==> config.mk <==
export PLATFORM = sky130hd
export DESIGN_NAME = sar_ctrl
export DESIGN_NICKNAME = d
export VERILOG_FILES = /design/src/rtl/sar_pkg.sv /design/src/rtl/sar_settle_timer.sv /design/src/rtl/sar_ctrl.sv
export SDC_FILE = /design/constraint.sdc
export NUM_CORES = 1
export LEC_CHECK = 0
export ABC_AREA = 1
export BUFFER_PORTS_ARGS = -buffer_cell sky130_fd_sc_hd__buf_2
export CAP_MARGIN = 10
export CORE_AREA = 2 2 71 73
export CTS_CLUSTER_DIAMETER = 40
export DETAILED_ROUTE_END_ITERATION = 10
export DIE_AREA = 0 0 73 75
export GPL_TIMING_DRIVEN = 0
export PLACE_DENSITY = 0.5
export SYNTH_ARGS = -nofsm -noshare
export SYNTH_HDL_FRONTEND = slang
export SYNTH_SLANG_ARGS = --single-unit
==> constraint.sdc <==
create_clock -name clk -period 1.6 [get_ports clk]
set_clock_uncertainty 0.05 [all_clocks]
set_input_delay 0.16 -clock clk [delete_from_list [all_inputs] [get_ports clk]]
set_output_delay 0.16 -clock clk [all_outputs]
set_load 0.05 [all_outputs]
==> src/rtl/sar_pkg.sv <==
// Shared types and constants for the successive-approximation controller.
package sar_pkg;

   typedef enum logic [1:0] {
      ST_IDLE   = 2'd0,
      ST_SETTLE = 2'd1,
      ST_DECIDE = 2'd2
   } sar_state_e;

   localparam int unsigned DEF_WIDTH  = 8;
   localparam int unsigned DEF_SETTLE = 2;

   function automatic int unsigned settle_cnt_w(input int unsigned settle);
      return $clog2(settle) + 1;
   endfunction

   localparam int unsigned SETTLE_CNT_W = settle_cnt_w(DEF_SETTLE);

endpackage

==> src/rtl/sar_settle_timer.sv <==
// Counts the hold time of each trial code; terminal count at SETTLE-1.
module sar_settle_timer
   import sar_pkg::*;
#(
   parameter int unsigned SETTLE = DEF_SETTLE
) (
   input  logic clk,
   input  logic rst_n,
   input  logic i_clr,
   input  logic i_en,
   output logic o_tc_c
);

   localparam int unsigned CNT_W = settle_cnt_w(SETTLE);
   localparam logic [CNT_W-1:0] CNT_LAST = CNT_W'(SETTLE - 1);

   logic [CNT_W-1:0] r_cnt;
   logic             w_tc;

   assign w_tc   = (r_cnt == CNT_LAST);
   assign o_tc_c = w_tc;

   // Wraps to zero on terminal count so the next bit starts clean.
   always_ff @(posedge clk or negedge rst_n) begin
      if (!rst_n) begin
         r_cnt <= '0;
      end else if (i_clr || (i_en && w_tc)) begin
         r_cnt <= '0;
      end else if (i_en) begin
         r_cnt <= r_cnt + CNT_W'(1);
      end
   end

endmodule

==> src/rtl/sar_ctrl.sv <==
// SAR conversion controller: trial-code generation, bit decisions, start/busy/done handshake.
module sar_ctrl
   import sar_pkg::*;
#(
   parameter int unsigned WIDTH  = DEF_WIDTH,
   parameter int unsigned SETTLE = DEF_SETTLE
) (
   input  logic             clk,
   input  logic             rst_n,
   input  logic             start,
   input  logic             abort,
   input  logic             comp_in,
   output logic [WIDTH-1:0] dac_code,
   output logic             busy,
   output logic             done,
   output logic [WIDTH-1:0] result
);

   localparam int unsigned      IDX_W    = $clog2(WIDTH);
   localparam logic [IDX_W-1:0] IDX_TOP  = IDX_W'(WIDTH - 1);
   localparam logic [WIDTH-1:0] MSB_CODE = {1'b1, {(WIDTH-1){1'b0}}};

   sar_state_e       r_state, w_state_nxt;
   logic [IDX_W-1:0] r_idx, w_idx_nxt, w_idx_dec;
   logic [WIDTH-1:0] r_dac, w_dac_nxt;
   logic [WIDTH-1:0] r_result, w_result_nxt;
   logic             r_done, w_done_nxt;
   logic             r_busy;
   logic             w_tmr_clr, w_tmr_en, w_tmr_tc;

   sar_settle_timer #(
      .SETTLE (SETTLE)
   ) u_timer (
      .clk    (clk),
      .rst_n  (rst_n),
      .i_clr  (w_tmr_clr),
      .i_en   (w_tmr_en),
      .o_tc_c (w_tmr_tc)
   );

   assign w_idx_dec = r_idx - IDX_W'(1);

   // Next-state and datapath decode.
   always_comb begin
      w_state_nxt  = r_state;
      w_idx_nxt    = r_idx;
      w_dac_nxt    = r_dac;
      w_result_nxt = r_result;
      w_done_nxt   = 1'b0;
      w_tmr_clr    = 1'b0;
      w_tmr_en     = 1'b0;

      unique case (r_state)
         ST_IDLE: begin
            if (start) begin
               w_dac_nxt   = MSB_CODE;
               w_idx_nxt   = IDX_TOP;
               w_tmr_clr   = 1'b1;
               w_state_nxt = ST_SETTLE;
            end
         end
         ST_SETTLE: begin
            w_tmr_en = 1'b1;
            if (w_tmr_tc) begin
               w_state_nxt = ST_DECIDE;
            end
         end
         ST_DECIDE: begin
            w_dac_nxt[r_idx] = comp_in;
            if (r_idx != '0) begin
               w_dac_nxt[w_idx_dec] = 1'b1;
               w_idx_nxt            = w_idx_dec;
               w_state_nxt          = ST_SETTLE;
            end else begin
               w_result_nxt = w_dac_nxt;
               w_done_nxt   = 1'b1;
               w_state_nxt  = ST_IDLE;
            end
         end
         default: begin
            w_state_nxt = ST_IDLE;
         end
      endcase

      // Abort overrides any in-flight step, including the final decision.
      if (abort && (r_state != ST_IDLE)) begin
         w_state_nxt  = ST_IDLE;
         w_dac_nxt    = '0;
         w_idx_nxt    = IDX_TOP;
         w_result_nxt = r_result;
         w_done_nxt   = 1'b0;
         w_tmr_en     = 1'b0;
         w_tmr_clr    = 1'b1;
      end
   end

   always_ff @(posedge clk or negedge rst_n) begin
      if (!rst_n) begin
         r_state  <= ST_IDLE;
         r_idx    <= IDX_TOP;
         r_dac    <= '0;
         r_result <= '0;
         r_done   <= 1'b0;
         r_busy   <= 1'b0;
      end else begin
         r_state  <= w_state_nxt;
         r_idx    <= w_idx_nxt;
         r_dac    <= w_dac_nxt;
         r_result <= w_result_nxt;
         r_done   <= w_done_nxt;
         r_busy   <= (w_state_nxt != ST_IDLE);
      end
   end

   assign dac_code = r_dac;
   assign busy     = r_busy;
   assign done     = r_done;
   assign result   = r_result;

endmodule

==> metrics.md <==
| Metric | Value |
|---|---|
| Tcrit/Tclk final | between 90 and 100% |
| CP startpoint kind | flip-flop |
| WL final | 3040 um |
| Worst vdd ir | ~0.00034 V |
| Grt met3 use | 2.14% |
| HPWL after DPL | ~2200 um |
| Fmax | between 0.6 and 0.7 GHz |
| Row Count | 25 |
| Critical path data required time | about 1.7 ns |
| Num Clock Sinks | 25 |
| RD Place Congestion | 0.830 |
| DR iter-0 viols | 40 |
| Final net count | 220 |
| CP Class | reg -> reg |
| DR WL/cell | roughly 11 um |
| Number of global-route vias before repair | 1144 |
| Synthesis Warnings | 0 |
| Cell Area, Placed | 0.00154 sq mm |
| DIE AREA | around 0.0055 sq mm |
| Core area | ~0.0047 sq mm |
| Hold slack | 0.155 ns |
| Crit-path max FO | 7 |
| Area contributors post-synth | dfrtp_1, nand2_1, dfstp_2 |
| CP endpoint kind | flip-flop |
| Max-cap violation count | 0 |
| First-pass GRT wire length | 5200 um |
| GRT Util Overall | 12.4% |
| Worst setup margin | between 0.1 and 0.15 ns |
| Die Wd | roughly 73 um |
| Drt pass-1 iters | 4 |
| Vias | 1177 |
| Post-Synthesis Cells | 180 |
| Pre-CTS setup slack | -0.145 ns |
| Seq cells post-synth | 25 |
| Top cell type's share of synthesized area | roughly two fifths |
| Mapped Avg Cell Area | 7.58 sq um |
| Max clock buf depth | 2 |
| Hold Vio Cnt, Final | 0 |
| PortBufs | 22 |
| Largest area contributor in the synthesized netlist | dfrtp_1 |
| DRC errors left | 0 |
| Sequential share of the synthesized area | 46.1% |
| CP arrival | between 1.5 and 2 ns |
| Clock buffer count from CTS | 3 |
| Largest net degree at the start of global routing | 26 |
| Util after Layout | 36.2% |
| GRT Residual Overflow | 0 |
| P per Cell Area | ~1300 mW/mm^2 |
| Final instance area | between 0.0015 and 0.002 sq mm |
| Skew-Pair Late Insertion Delay | between 0.2 and 0.3 ns |
| Antenna Nets Post-Route | 0 |
| Clock-pin slew on the worst setup and hold paths | 0.09 ns |
| Share of layout cells above drive strength 1 | 28.9% |
| Setup violators final | 0 |
| Minimum clock period | between 1 and 1.5 ns |
| Number of diodes | 0 |
| Max-slew violations | 0 |
| Initial Util | about 29% |
| Power, Total | 0.00224 W |
| Min-delay worst type | in -> reg |
| GR peak layer | met2 |
| Measured slew at the worst slew-check pin | about 0.59 ns |
| Via-per-instance ratio | ~4.4 |
| Syn nets | ~190 |
| Synthesized area | approximately 0.0014 sq mm |
| Die height | roughly 75 um |
| Area growth syn-to-layout | 23.5% |
| Routing usage on met2 | 19.4% |
| Netlist cell types | 22 |
| Clk root buf | clkbuf_8 |
| Met1 usage in global routing | 16.7% |
| P_leak | ~0.95 nW |
| Relative slew slack | around three fifths |
| CTS tree | built |
| Htree depth | 1 |
| Status | finished, final reports clean |
| # IOs | 23 |
| Initial antenna violation count | 0 |
==> final timing paths <==
| check | start | end | slack (ns) | cells past startpoint |
|---|---|---|---|---|
| worst min register to register | result[4] | result[4] | 0.43 | 2 |
| worst max register to register | r_idx[1] | dac_code[3] | 0.12 | 7 |
| worst min-delay path | abort | r_state[0] | 0.15 | 4 |
| worst max-delay path | r_idx[1] | dac_code[3] | 0.12 | 7 |
| min in group asynchronous | rst_n | dac_code[2] | 0.37 | 2 |
| max in group asynchronous | rst_n | u_timer.r_cnt[1] | 0.73 | 2 |
==> final cells by class <==
cell class,count,area (sq um)
clock buffers,4,45.0
inverters,23,91.3
multi-input cells,129,668
fillers,496,2980
plain buffers,3,33.8
flip-flops and latches,25,629
repair buffers,27,150
well taps,54,67.6
==> cells in the mapped netlist <==
cell type and count:
nand2_1 73, buf_6 3, nor3_2 1, nand4_1 1, dfrtp_1 22, a21oi_1 2
ha_1 3, nand3_4 1, inv_2 4, o21ai_0 7, a31oi_1 1, o21ai_1 4
nor2_1 15, nand3_1 14, xor2_1 1, or2_2 1, nand2_2 1, inv_4 2
o21ai_2 3, nor2_8 1, dfstp_2 3, inv_1 17
==> where the power goes <==
part	internal, W	switching, W	total, W
Clock	0.000178	0.000200	0.000378
Combinational	0.000357	0.000699	0.00106
Sequential	0.000742	0.0000613	0.000804
Total	0.00128	0.000960	0.00224
==> per-layer routing <==
layer  routed length (um)  part of all wire, %
met5                    0                    0
met2                 1340                   44
met3                  108                  3.6
met4                   66                  2.2
met1                 1520                   50
==> placed cells by master (no fill, tap or decap), types with 4 or more instances in the layout <==
cell type / count
buf_4: 4
buf_2: 22
inv_1: 14
inv_2: 7
nand3_1: 14
nor2_1: 11
nand2_1: 70
o21ai_1: 7
dfrtp_1: 22
o21ai_0: 4
==> registers in the layout, summed over array words and instances, names as in the netlist <==
register,cells
busy,1
dac_code,8
done,1
r_idx,3
r_state,2
result,8
u_timer.r_cnt,2
==> what timing repair did <==
action                     4_1_cts  5_1_grt
resized for setup                3       16
pin swaps                        2        3
setup endpoints to repair        8        8
hold buffers                     1        0
hold endpoints to repair        22        0
setup buffers                    2        2
==> metrics by stage <==
step / setup TNS, ns / std cells
finish: 0 / 265
global route: -0.00530 / 265
CTS: 0 / 263
detailed placement: -0.585 / 256
global placement: -0.726 / 256
floorplan: 0 / 180
==> critical path, cell delays in order, from the launching register on <==
cell     delay [ns]
dfstp_2        0.53
buf_6          0.09
buf_4          0.14
nand3_1        0.10
o21ai_0        0.29
nand2_1        0.09
nand2_1        0.06
nand2_1        0.04
==> cells by family after synthesis <==
family | after synthesis | share of synthesized area, %
and+or+nand+nor | 108 | 34.2
buffers and inverters | 26 | 9.17
DFF | 25 | 46.1
AOI/OAI and AO/OA | 17 | 7.15
adders and majority gates | 3 | 2.75
xor gates and xnor gates | 1 | 0.642
Power figures use the tool's default switching activity.
